### config.mk
export PLATFORM = sky130hd
export DESIGN_NAME = rs_station_flat
export DESIGN_NICKNAME = d
export VERILOG_FILES = /design/src/rtl/rs_station_if.sv /design/src/rtl/rs_station.sv /design/src/flat_wrapper.sv
export SDC_FILE = /design/constraint.sdc
export NUM_CORES = 1
export LEC_CHECK = 0
export CORE_UTILIZATION = 50
export DETAILED_ROUTE_END_ITERATION = 8
export GPL_TIMING_DRIVEN = 0
export PLACE_DENSITY = 0.81
export SYNTH_ARGS = -nofsm -noshare
export SYNTH_HDL_FRONTEND = slang
export SYNTH_SLANG_ARGS = --single-unit
### constraint.sdc
create_clock -name clk -period 12.1 [get_ports clk]
set_input_delay 2.42 -clock clk [delete_from_list [all_inputs] [get_ports clk]]
set_output_delay 2.42 -clock clk [all_outputs]
set_load 0.1 [all_outputs]
### src/rtl/rs_station_if.sv
// Issue, CDB snoop and functional-unit dispatch signals of one reservation station.
// The station takes the slave side; the issue stage, CDB and FU take the master side.
interface rs_station_if #(
    parameter int DATA_W = 32,
    parameter int OP_W   = 6
);
    logic              issue_valid;
    logic              issue_ready;
    logic [OP_W-1:0]   issue_op;
    logic [5:0]        issue_q1;
    logic [5:0]        issue_q2;
    logic [DATA_W-1:0] issue_v1;
    logic [DATA_W-1:0] issue_v2;
    logic [5:0]        issue_tag;

    logic              cdb_valid;
    logic [5:0]        cdb_tag;
    logic [DATA_W-1:0] cdb_data;

    logic              fu_valid;
    logic              fu_ready;
    logic [OP_W-1:0]   fu_op;
    logic [DATA_W-1:0] fu_a;
    logic [DATA_W-1:0] fu_b;
    logic [5:0]        fu_tag;

    modport slave (
        input  issue_valid, issue_op, issue_q1, issue_q2, issue_v1, issue_v2,
        output issue_ready, issue_tag,
        input  cdb_valid, cdb_tag, cdb_data,
        output fu_valid, fu_op, fu_a, fu_b, fu_tag,
        input  fu_ready
    );

    modport master (
        output issue_valid, issue_op, issue_q1, issue_q2, issue_v1, issue_v2,
        input  issue_ready, issue_tag,
        output cdb_valid, cdb_tag, cdb_data,
        input  fu_valid, fu_op, fu_a, fu_b, fu_tag,
        output fu_ready
    );
endinterface

### src/rtl/rs_station.sv
// Tomasulo reservation station: holds issued ops, snoops the CDB for pending operands
// and dispatches the oldest fully-ready entry to one functional unit.
module rs_station #(
    parameter int         DEPTH     = 4,
    parameter logic [5:0] TAG_BASE  = 6'd0,
    parameter logic [5:0] TAG_READY = 6'b010000,
    parameter int         DATA_W    = 32,
    parameter int         OP_W      = 6
) (
    input  logic         clk,
    input  logic         rst,
    rs_station_if.slave  rs
);
    localparam int IDX_W = (DEPTH > 1) ? $clog2(DEPTH) : 1;

    typedef struct packed {
        logic              busy;
        logic [OP_W-1:0]   op;
        logic [5:0]        q1;
        logic [5:0]        q2;
        logic [DATA_W-1:0] v1;
        logic [DATA_W-1:0] v2;
        logic [2:0]        age;
    } entry_t;

    entry_t [DEPTH-1:0] ent_q, ent_d;

    logic             free_found;
    logic [IDX_W-1:0] free_idx;
    logic [3:0]       busy_cnt;
    logic             sel_found;
    logic [IDX_W-1:0] sel_idx;
    logic [2:0]       sel_age;
    logic             accept, fire, cdb_hit;
    logic [2:0]       new_age;

    // Free slot, occupancy and oldest-ready selection all look at registered state only.
    always_comb begin
        free_found = 1'b0;
        free_idx   = '0;
        busy_cnt   = '0;
        sel_found  = 1'b0;
        sel_idx    = '0;
        sel_age    = '0;
        for (int i = 0; i < DEPTH; i++) begin
            if (ent_q[i].busy) busy_cnt = busy_cnt + 4'd1;
            if (!ent_q[i].busy && !free_found) begin
                free_found = 1'b1;
                free_idx   = IDX_W'(i);
            end
            if (ent_q[i].busy && ent_q[i].q1 == TAG_READY && ent_q[i].q2 == TAG_READY &&
                (!sel_found || ent_q[i].age < sel_age)) begin
                sel_found = 1'b1;
                sel_idx   = IDX_W'(i);
                sel_age   = ent_q[i].age;
            end
        end
    end

    assign rs.issue_ready = free_found;
    assign rs.issue_tag   = TAG_BASE + 6'(free_idx);
    assign rs.fu_valid    = sel_found;
    assign rs.fu_op       = sel_found ? ent_q[sel_idx].op : '0;
    assign rs.fu_a        = sel_found ? ent_q[sel_idx].v1 : '0;
    assign rs.fu_b        = sel_found ? ent_q[sel_idx].v2 : '0;
    assign rs.fu_tag      = sel_found ? TAG_BASE + 6'(sel_idx) : '0;

    assign accept  = rs.issue_valid && free_found;
    assign fire    = sel_found && rs.fu_ready;
    assign cdb_hit = rs.cdb_valid && (rs.cdb_tag != TAG_READY);
    // The dispatched entry leaves in the same edge, so a co-issued op lands one age lower.
    assign new_age = fire ? 3'(busy_cnt - 4'd1) : 3'(busy_cnt);

    always_comb begin
        ent_d = ent_q;
        for (int i = 0; i < DEPTH; i++) begin
            if (ent_q[i].busy && cdb_hit) begin
                if (ent_q[i].q1 == rs.cdb_tag) begin
                    ent_d[i].q1 = TAG_READY;
                    ent_d[i].v1 = rs.cdb_data;
                end
                if (ent_q[i].q2 == rs.cdb_tag) begin
                    ent_d[i].q2 = TAG_READY;
                    ent_d[i].v2 = rs.cdb_data;
                end
            end
            if (fire && ent_q[i].busy) begin
                if (IDX_W'(i) == sel_idx)
                    ent_d[i].busy = 1'b0;
                else if (ent_q[i].age > sel_age)
                    ent_d[i].age = ent_q[i].age - 3'd1;
            end
            if (accept && IDX_W'(i) == free_idx) begin
                ent_d[i].busy = 1'b1;
                ent_d[i].op   = rs.issue_op;
                ent_d[i].age  = new_age;
                if (cdb_hit && rs.issue_q1 == rs.cdb_tag) begin
                    ent_d[i].q1 = TAG_READY;
                    ent_d[i].v1 = rs.cdb_data;
                end else begin
                    ent_d[i].q1 = rs.issue_q1;
                    ent_d[i].v1 = rs.issue_v1;
                end
                if (cdb_hit && rs.issue_q2 == rs.cdb_tag) begin
                    ent_d[i].q2 = TAG_READY;
                    ent_d[i].v2 = rs.cdb_data;
                end else begin
                    ent_d[i].q2 = rs.issue_q2;
                    ent_d[i].v2 = rs.issue_v2;
                end
            end
        end
    end

    always_ff @(posedge clk) begin
        if (rst) ent_q <= '0;
        else     ent_q <= ent_d;
    end
endmodule

### src/flat_wrapper.sv
// flat-port wrapper written by rule: the top's interface ports become plain ports
module rs_station_flat 
#(
    parameter int         DEPTH     = 4,
    parameter logic [5:0] TAG_BASE  = 6'd0,
    parameter logic [5:0] TAG_READY = 6'b010000,
    parameter int         DATA_W    = 32,
    parameter int         OP_W      = 6
)
  (clk, rst, rs_issue_valid, rs_issue_op, rs_issue_q1, rs_issue_q2, rs_issue_v1, rs_issue_v2, rs_issue_ready, rs_issue_tag, rs_cdb_valid, rs_cdb_tag, rs_cdb_data, rs_fu_valid, rs_fu_op, rs_fu_a, rs_fu_b, rs_fu_tag, rs_fu_ready);
  rs_station_if #(.DATA_W(DATA_W), .OP_W(OP_W)) rs_i ();
  input  logic clk;
  input  logic rst;
  input wire logic [$bits(rs_i.issue_valid)-1:0] rs_issue_valid;
  input wire logic [$bits(rs_i.issue_op)-1:0] rs_issue_op;
  input wire logic [$bits(rs_i.issue_q1)-1:0] rs_issue_q1;
  input wire logic [$bits(rs_i.issue_q2)-1:0] rs_issue_q2;
  input wire logic [$bits(rs_i.issue_v1)-1:0] rs_issue_v1;
  input wire logic [$bits(rs_i.issue_v2)-1:0] rs_issue_v2;
  output wire logic [$bits(rs_i.issue_ready)-1:0] rs_issue_ready;
  output wire logic [$bits(rs_i.issue_tag)-1:0] rs_issue_tag;
  input wire logic [$bits(rs_i.cdb_valid)-1:0] rs_cdb_valid;
  input wire logic [$bits(rs_i.cdb_tag)-1:0] rs_cdb_tag;
  input wire logic [$bits(rs_i.cdb_data)-1:0] rs_cdb_data;
  output wire logic [$bits(rs_i.fu_valid)-1:0] rs_fu_valid;
  output wire logic [$bits(rs_i.fu_op)-1:0] rs_fu_op;
  output wire logic [$bits(rs_i.fu_a)-1:0] rs_fu_a;
  output wire logic [$bits(rs_i.fu_b)-1:0] rs_fu_b;
  output wire logic [$bits(rs_i.fu_tag)-1:0] rs_fu_tag;
  input wire logic [$bits(rs_i.fu_ready)-1:0] rs_fu_ready;
  assign rs_i.issue_valid = rs_issue_valid;
  assign rs_i.issue_op = rs_issue_op;
  assign rs_i.issue_q1 = rs_issue_q1;
  assign rs_i.issue_q2 = rs_issue_q2;
  assign rs_i.issue_v1 = rs_issue_v1;
  assign rs_i.issue_v2 = rs_issue_v2;
  assign rs_issue_ready = rs_i.issue_ready;
  assign rs_issue_tag = rs_i.issue_tag;
  assign rs_i.cdb_valid = rs_cdb_valid;
  assign rs_i.cdb_tag = rs_cdb_tag;
  assign rs_i.cdb_data = rs_cdb_data;
  assign rs_fu_valid = rs_i.fu_valid;
  assign rs_fu_op = rs_i.fu_op;
  assign rs_fu_a = rs_i.fu_a;
  assign rs_fu_b = rs_i.fu_b;
  assign rs_fu_tag = rs_i.fu_tag;
  assign rs_i.fu_ready = rs_fu_ready;
  rs_station #(.DEPTH(DEPTH), .TAG_BASE(TAG_BASE), .TAG_READY(TAG_READY), .DATA_W(DATA_W), .OP_W(OP_W)) u_core (.clk(clk), .rst(rst), .rs(rs_i));
endmodule
==> impl_metrics.prom, run 1 <==
# TYPE chip_impl_metric gauge
chip_impl_info{name="run_status",value="finished clean"} 1
chip_impl_metric{name="placed_cell_area",unit="sq um"} 21700
chip_impl_metric{name="timing.critical_path.fanout_max",unit=""} 10
chip_impl_metric{name="synthToLayoutAreaGrowth",unit="%"} 18.7
chip_impl_metric{name="first_global_vias",unit=""} 19282
chip_impl_metric{name="drt-pass1-iter-count",unit=""} 6
chip_impl_metric{name="timing.critical_path.arrival",unit="ns"} 9.54
chip_impl_metric{name="worst_pin_slew",unit="ns"} 1.14
chip_impl_info{name="tritoncts",value="done"} 1
chip_impl_metric{name="globalRoute.totalOverflow",unit=""} 0
chip_impl_info{name="mostFrequentLayoutCells",value="363 x sky130_fd_sc_hd__nor2_1, 344 x sky130_fd_sc_hd__dfxtp_1, 300 x sky130_fd_sc_hd__mux2i_1"} 1
chip_impl_metric{name="drc",unit=""} 0
chip_impl_metric{name="initial_core_util",unit=""} 0.511
chip_impl_metric{name="max_slew_margin",unit=""} 0.237
chip_impl_metric{name="setup-violations-final",unit=""} 0
chip_impl_metric{name="power_density",unit="nW/um^2"} 122
chip_impl_metric{name="synth_enable_flop_cells",unit=""} 0
chip_impl_metric{name="h_tree_depth",unit=""} 2
chip_impl_metric{name="internal-power",unit="uW"} 2050
chip_impl_metric{name="seqPwrFrac",unit=""} 0.432
chip_impl_metric{name="pin_count",unit=""} 209
chip_impl_info{name="grt_setup_unrepaired",value="false"} 1
chip_impl_metric{name="place.gp.congestion",unit=""} 0.982
chip_impl_metric{name="rr_worst_depth",unit=""} 34
chip_impl_metric{name="switchingPower",unit="uW"} 766
chip_impl_metric{name="max_cap_violations",unit=""} 0
chip_impl_metric{name="netlist.area_leader.share",unit=""} 0.356
chip_impl_metric{name="tritoncts.num_buffers",unit=""} 39
chip_impl_metric{name="clock_latency",unit="ns"} 0.56
chip_impl_metric{name="seq_area_frac_synth",unit=""} 0.356
chip_impl_metric{name="share_comb_of_total_power",unit=""} 0.125
chip_impl_metric{name="share_clk_of_total_power",unit=""} 0.442
chip_impl_info{name="worst-setup-path-type",value="flip-flop to output pin"} 1
chip_impl_info{name="most_common_cell_after_layout_fill_and_taps_aside",value="sky130_fd_sc_hd__nor2_1"} 1
chip_impl_metric{name="floorplan.die.height",unit="um"} 199
chip_impl_metric{name="min_period_over_period",unit=""} 0.988
chip_impl_metric{name="cellLeakagePower",unit="uW"} 0.00762
chip_impl_metric{name="postSynth.asyncResetShare",unit=""} 0
chip_impl_metric{name="yosysUniqueCellTypes",unit=""} 71
chip_impl_metric{name="avgViaCountPerCell",unit=""} 6.56
chip_impl_metric{name="detail_route.iter0.violations",unit=""} 2741
chip_impl_metric{name="gr-usage-met2",unit=""} 0.593
chip_impl_metric{name="avgSynthCellArea",unit="sq um"} 8.61
chip_impl_metric{name="finish.instance_area",unit="sq um"} 23000
chip_impl_metric{name="largest_register_ff_count",unit=""} 344
chip_impl_metric{name="skew",unit="ns"} 0.0188
chip_impl_metric{name="timing.final.crit_period",unit="ns"} 11.96
chip_impl_info{name="clk_root_buffer_cell",value="sky130_fd_sc_hd__clkbuf_16"} 1
chip_impl_metric{name="maxSlewViolCount",unit=""} 0
chip_impl_metric{name="path_clk_slew",unit="ns"} 0.06
chip_impl_metric{name="worst-endpoint-required",unit="ns"} 9.68
chip_impl_metric{name="cts_setup_buffers",unit=""} 0
chip_impl_metric{name="count_of_nets_left_with_antenna_violations_after_detail_routing",unit=""} 0
chip_impl_metric{name="core_area",unit="sq um"} 37900
chip_impl_metric{name="globalRouteMet3Util",unit=""} 0.115
chip_impl_metric{name="proportion_of_layout_cells_with_a_drive_suffix_above_1",unit=""} 0.115
chip_impl_metric{name="floorplan.die_area",unit="sq um"} 39500
chip_impl_metric{name="row_count",unit=""} 71
chip_impl_info{name="ys_top_cells_by_area",value="sky130_fd_sc_hd__dfxtp_1 36%, sky130_fd_sc_hd__mux2i_1 16%, sky130_fd_sc_hd__a211oi_1 11%"} 1
chip_impl_metric{name="insertedDiodeCount",unit=""} 0
chip_impl_metric{name="die_width",unit="um"} 199
chip_impl_metric{name="grtUsageMet1",unit=""} 0.468
chip_impl_metric{name="dp_hpwl",unit="um"} 53900
chip_impl_metric{name="ir_drop",unit="V"} 0.0000997
chip_impl_metric{name="antenna_found_initial",unit=""} 1
chip_impl_metric{name="clock_path_buffers",unit=""} 3
chip_impl_metric{name="synth_warnings",unit=""} 0
chip_impl_metric{name="sink_count",unit=""} 344
chip_impl_metric{name="cts_hold_buf",unit=""} 0
chip_impl_metric{name="fin_util",unit=""} 0.606
chip_impl_metric{name="grt_pass1_wl",unit="um"} 115000
chip_impl_info{name="grt_busiest_layer",value="met2"} 1
chip_impl_metric{name="vias",unit=""} 19725
chip_impl_info{name="largest_registers",value="u_core.ent_q: 344 flops"} 1
chip_impl_info{name="crit_path_end_kind",value="output pin"} 1
chip_impl_metric{name="holdPathStages",unit=""} 2
chip_impl_metric{name="globalRouteTotalUtil",unit=""} 0.387
chip_impl_info{name="synthDominantAreaCellType",value="sky130_fd_sc_hd__dfxtp_1"} 1
chip_impl_metric{name="fmax",unit="GHz"} 0.0836
chip_impl_metric{name="timing.critical_path.slowest_cell_delay",unit="ns"} 0.60
chip_impl_metric{name="flip_flop_and_latch_count_after_synthesis",unit=""} 344
chip_impl_metric{name="power_switching_share",unit=""} 0.272
chip_impl_metric{name="mean_routed_wirelength_per_cell",unit="um"} 26.1
chip_impl_metric{name="hold_viol_final",unit=""} 0
chip_impl_info{name="setup.worst_path.start_class",value="flip-flop"} 1
chip_impl_metric{name="grt_max_degree",unit=""} 14
chip_impl_metric{name="io_buffer_count",unit=""} 167
chip_impl_metric{name="synth.cell_area",unit="sq um"} 19400
chip_impl_info{name="synth_top_flop_cell",value="sky130_fd_sc_hd__dfxtp_1"} 1
chip_impl_metric{name="nets_final",unit=""} 2618
chip_impl_info{name="worst_hold_path_type",value="flip-flop to flip-flop"} 1
chip_impl_info{name="register_containing_the_most_flip_flops_in_the_final_layout",value="u_core.ent_q"} 1
chip_impl_info{name="critical-path-slowest-cell",value="sky130_fd_sc_hd__a211oi_4"} 1
chip_impl_metric{name="synthesis.instances",unit=""} 2250
chip_impl_metric{name="drt_wl_total",unit="um"} 78300
worst paths after layout:
kind | start | end | slack (ns)
worst min register to register | u_core.ent_q[253] | u_core.ent_q[253] | 0.46
worst min-delay path | u_core.ent_q[253] | u_core.ent_q[253] | 0.46
worst max register to register | u_core.ent_q[85] | u_core.ent_q[172] | 2.08
worst max-delay path | u_core.ent_q[85] | rs_fu_a[31] | 0.14
through the flow:
stage / hold WS, ns / setup slack, ns / cells / setup TNS (ns) / total power (uW)
after floorplan: 0.436 / 2.04 / 2257 / 0 / 1450
final: 0.459 / 0.143 / 3005 / 0 / 2810
after global routing: 0.472 / 0.0107 / 3005 / 0 / 2870
after CTS: 0.458 / 0.0659 / 3005 / 0 / 2780
after global placement: 0.442 / -0.694 / 2935 / -35.19 / 1560
after detailed placement: 0.449 / -0.209 / 2935 / -3.39 / 1570
worst max-delay path, delay by kind of cell (launching register included):
| kind | cells | cell delay (ns) |
|---|---|---|
| simple gates | 9 | 1.90 |
| compound gates | 11 | 3.31 |
| buf+inv | 6 | 2.28 |
| flops | 1 | 0.55 |
| fa+ha+maj | 3 | 0.93 |
power by group through the flow:
stage | combinational (uW) | sequential [uW] | clock (uW)
floorplan | 219 | 1230 | 0
global placement | 325 | 1230 | 0
detailed placement | 334 | 1240 | 0
CTS | 339 | 1210 | 1230
global route | 371 | 1220 | 1280
finish | 353 | 1220 | 1240
final cells by class:
type                    count  area, sq um
inverters                  17         63.8
plain buffers             246         1020
flip-flops and latches    344         6890
clock inverters            13          148
clock buffers              57         1170
repair buffers            167         1620
fillers                  3319        14900
well taps                 511          639
multi-input cells        1650        11400
per-layer routing:
metal,part of all wire,vias up
li1,-,8503
met1,0.37,9328
met2,0.43,1522
met3,0.13,372
met4,0.072,0
met5,0,-
Yosys cell counts, drive strengths merged, types with 28 or more instances:
master	instances
mux2	82
mux2i	300
dfxtp	344
a211oi	272
nand3	45
clkbuf	186
a221o	41
buf	60
o22a	40
ha	28
nand2	164
nor2	363
xor2	33
xnor2	37
a21oi	103
cell families (layout without fill, tap and decap cells):
group	Yosys count	in the layout	share of synthesized area
buffers and inverters	263	500	0.0556
AOI/OAI and AO/OA	510	510	0.193
other	1	8	0.000194
adders and majority gates	28	28	0.0181
xor gates and xnor gates	70	70	0.0317
and+or+nand+nor	652	652	0.143
DFF	344	344	0.356
muxes	382	382	0.203
repair_timing:
| action | 4_1_cts | 5_1_grt |
|---|---|---|
| gates resized for setup | 180 | 38 |
| pin swaps | 0 | 1 |
| endpoints found under the setup margin | 72 | 72 |
Power figures use the tool's default switching activity.
==> inputs of run 2 (changes only) <==
CAP_MARGIN = 20   (was not set)
GPL_ROUTABILITY_DRIVEN = 0   (was not set)
==> impl_metrics.prom, run 2 (synthesized netlist as in run 1, its figures left out) <==
# TYPE chip_impl_metric gauge
chip_impl_metric{name="cellLeakagePower",unit="uW"} 0.00764
chip_impl_info{name="clk_root_buffer_cell",value="sky130_fd_sc_hd__clkbuf_16"} 1
chip_impl_metric{name="worst_pin_slew",unit="ns"} 1.05
chip_impl_info{name="crit_path_end_kind",value="output pin"} 1
chip_impl_metric{name="sink_count",unit=""} 344
chip_impl_metric{name="pin_count",unit=""} 209
chip_impl_metric{name="clock_path_buffers",unit=""} 3
chip_impl_metric{name="floorplan.die.height",unit="um"} 199
chip_impl_metric{name="drc",unit=""} 1
chip_impl_metric{name="cts_hold_buf",unit=""} 0
chip_impl_metric{name="nets_final",unit=""} 2619
chip_impl_info{name="worst-setup-path-type",value="flip-flop to output pin"} 1
chip_impl_metric{name="tritoncts.num_buffers",unit=""} 38
chip_impl_info{name="register_containing_the_most_flip_flops_in_the_final_layout",value="u_core.ent_q"} 1
chip_impl_metric{name="globalRouteTotalUtil",unit=""} 0.381
chip_impl_metric{name="hold_viol_final",unit=""} 0
chip_impl_metric{name="h_tree_depth",unit=""} 2
chip_impl_metric{name="max_cap_violations",unit=""} 0
chip_impl_metric{name="path_clk_slew",unit="ns"} 0.06
chip_impl_metric{name="globalRoute.totalOverflow",unit=""} 0
chip_impl_metric{name="die_width",unit="um"} 199
chip_impl_metric{name="cts_setup_buffers",unit=""} 0
chip_impl_info{name="run_status",value="finished, violations left"} 1
chip_impl_metric{name="dp_hpwl",unit="um"} 53400
chip_impl_metric{name="max_slew_margin",unit=""} 0.297
chip_impl_info{name="setup.worst_path.start_class",value="flip-flop"} 1
chip_impl_metric{name="timing.critical_path.arrival",unit="ns"} 9.58
chip_impl_info{name="violations_in_the_final_reports",value="design-rule violations"} 1
chip_impl_metric{name="fin_util",unit=""} 0.600
chip_impl_metric{name="insertedDiodeCount",unit=""} 0
chip_impl_metric{name="grt_max_degree",unit=""} 14
chip_impl_metric{name="final_cells",unit=""} 3004
chip_impl_metric{name="post_route_worst_hold_slack",unit="ns"} 0.459
chip_impl_metric{name="clock_latency",unit="ns"} 0.55
chip_impl_info{name="most_common_cell_after_layout_fill_and_taps_aside",value="sky130_fd_sc_hd__nor2_1"} 1
chip_impl_metric{name="maxSlewViolCount",unit=""} 0
chip_impl_info{name="mostFrequentLayoutCells",value="363 x sky130_fd_sc_hd__nor2_1, 344 x sky130_fd_sc_hd__dfxtp_1, 300 x sky130_fd_sc_hd__mux2i_1"} 1
chip_impl_metric{name="grt_pass1_wl",unit="um"} 114000
chip_impl_metric{name="mean_routed_wirelength_per_cell",unit="um"} 25.7
chip_impl_info{name="largest_registers",value="u_core.ent_q: 344 flops"} 1
chip_impl_metric{name="avgViaCountPerCell",unit=""} 6.62
chip_impl_metric{name="placed_cells",unit=""} 2935
chip_impl_metric{name="largest_register_ff_count",unit=""} 344
chip_impl_metric{name="ir_drop",unit="V"} 0.000105
chip_impl_metric{name="power_density",unit="nW/um^2"} 121
chip_impl_metric{name="initial_core_util",unit=""} 0.511
chip_impl_metric{name="min_period_over_period",unit=""} 0.992
chip_impl_metric{name="core_area",unit="sq um"} 37900
chip_impl_metric{name="proportion_of_layout_cells_with_a_drive_suffix_above_1",unit=""} 0.112
chip_impl_metric{name="place_worst_setup_slack",unit="ns"} -0.129
chip_impl_metric{name="io_buffer_count",unit=""} 167
chip_impl_metric{name="setup_tns",unit="ns"} 0
chip_impl_metric{name="layout_setup_ws",unit="ns"} 0.103
chip_impl_metric{name="synthToLayoutAreaGrowth",unit="%"} 17.6
chip_impl_metric{name="vias",unit=""} 19900
chip_impl_metric{name="drt-pass1-iter-count",unit=""} 9
chip_impl_metric{name="timing.critical_path.fanout_max",unit=""} 10
chip_impl_metric{name="skew",unit="ns"} 0.0247
chip_impl_metric{name="first_global_vias",unit=""} 19045
chip_impl_metric{name="count_of_nets_left_with_antenna_violations_after_detail_routing",unit=""} 0
chip_impl_info{name="tritoncts",value="done"} 1
chip_impl_metric{name="timing.final.crit_period",unit="ns"} 12.00
chip_impl_metric{name="detail_route.iter0.violations",unit=""} 2893
chip_impl_info{name="grt_setup_unrepaired",value="false"} 1
chip_impl_metric{name="fmax",unit="GHz"} 0.0834
chip_impl_info{name="worst_hold_path_type",value="flip-flop to flip-flop"} 1
chip_impl_metric{name="worst-endpoint-required",unit="ns"} 9.68
chip_impl_metric{name="antenna_found_initial",unit=""} 0
chip_impl_metric{name="floorplan.die_area",unit="sq um"} 39500
chip_impl_metric{name="setup-violations-final",unit=""} 0
chip_impl_metric{name="row_count",unit=""} 71
chip_impl_metric{name="drt_wl_total",unit="um"} 77300
==> run 2: through the flow <==
| stage | instance area [sq um] | total power (uW) |
|---|---|---|
| after floorplan | 19400 | 1450 |
| after global placement | 21700 | 1560 |
| after detailed placement | 21700 | 1570 |
| after CTS | 22900 | 2720 |
| after global routing | 22800 | 2800 |
| final | 22800 | 2750 |
==> run 2: worst paths after layout <==
check | startpoint | endpoint | slack, ns | depth (start not counted)
setup / recovery | u_core.ent_q[85] | rs_fu_op[5] | 0.10 | 27
hold / removal | u_core.ent_q[82] | u_core.ent_q[82] | 0.46 | 2
setup reg to reg | u_core.ent_q[85] | u_core.ent_q[172] | 2.04 | 34
hold reg to reg | u_core.ent_q[82] | u_core.ent_q[82] | 0.46 | 2
==> run 2: final cells by class <==
| type | instances | area [sq um] |
|---|---|---|
| Clock buffer | 55 | 1110 |
| Multi-Input combinational cell | 1650 | 11400 |
| Tap cell | 511 | 639 |
| Fill cell | 3214 | 15200 |
| Sequential cell | 344 | 6890 |
| Timing Repair Buffer | 169 | 1480 |
| Inverter | 17 | 63.8 |
| Clock inverter | 12 | 129 |
| Buffer | 246 | 1020 |
==> run 2: repair_timing <==
action | in CTS | in global routing
endpoints found under the setup margin | 72 | 72
gates resized for setup | 114 | 95
pin swaps | 0 | 0
==> run 2: power by group <==
group	internal, uW	total, uW	switching, uW
sequential	1180	1220	32.8
combinational	128	353	225
clock	681	1180	495
==> run 2: routing by layer <==
metal | vias to the layer above | track usage | routed length [um]
li1 | 8495 | - | -
met1 | 9298 | 0.469 | 28200
met5 | - | 0.00128 | 0
met3 | 418 | 0.111 | 10200
met4 | 0 | 0.268 | 6310
met2 | 1689 | 0.568 | 32600
==> run 2: critical path: stages (launching register included) <==
cell and delay (ns):
sky130_fd_sc_hd__dfxtp_1 0.56, sky130_fd_sc_hd__or4b_4 0.53, sky130_fd_sc_hd__nor4_4 0.57, sky130_fd_sc_hd__nand2_1 0.17, sky130_fd_sc_hd__ha_1 0.35, sky130_fd_sc_hd__a21o_1 0.21, sky130_fd_sc_hd__nand2b_1 0.18, sky130_fd_sc_hd__a211oi_4 0.60
sky130_fd_sc_hd__clkbuf_2 0.45, sky130_fd_sc_hd__nor2_1 0.09, sky130_fd_sc_hd__a21oi_1 0.19, sky130_fd_sc_hd__ha_1 0.29, sky130_fd_sc_hd__a21oi_1 0.32, sky130_fd_sc_hd__nand2_1 0.10, sky130_fd_sc_hd__a21oi_1 0.39, sky130_fd_sc_hd__a31o_1 0.22
sky130_fd_sc_hd__buf_2 0.24, sky130_fd_sc_hd__buf_2 0.39, sky130_fd_sc_hd__nand2_1 0.09, sky130_fd_sc_hd__o21a_1 0.13, sky130_fd_sc_hd__ha_1 0.29, sky130_fd_sc_hd__a211oi_1 0.32, sky130_fd_sc_hd__o221ai_2 0.16, sky130_fd_sc_hd__a21oi_2 0.40
sky130_fd_sc_hd__buf_4 0.26, sky130_fd_sc_hd__buf_2 0.33, sky130_fd_sc_hd__a221o_1 0.27, sky130_fd_sc_hd__dlygate4sd2_1 0.88
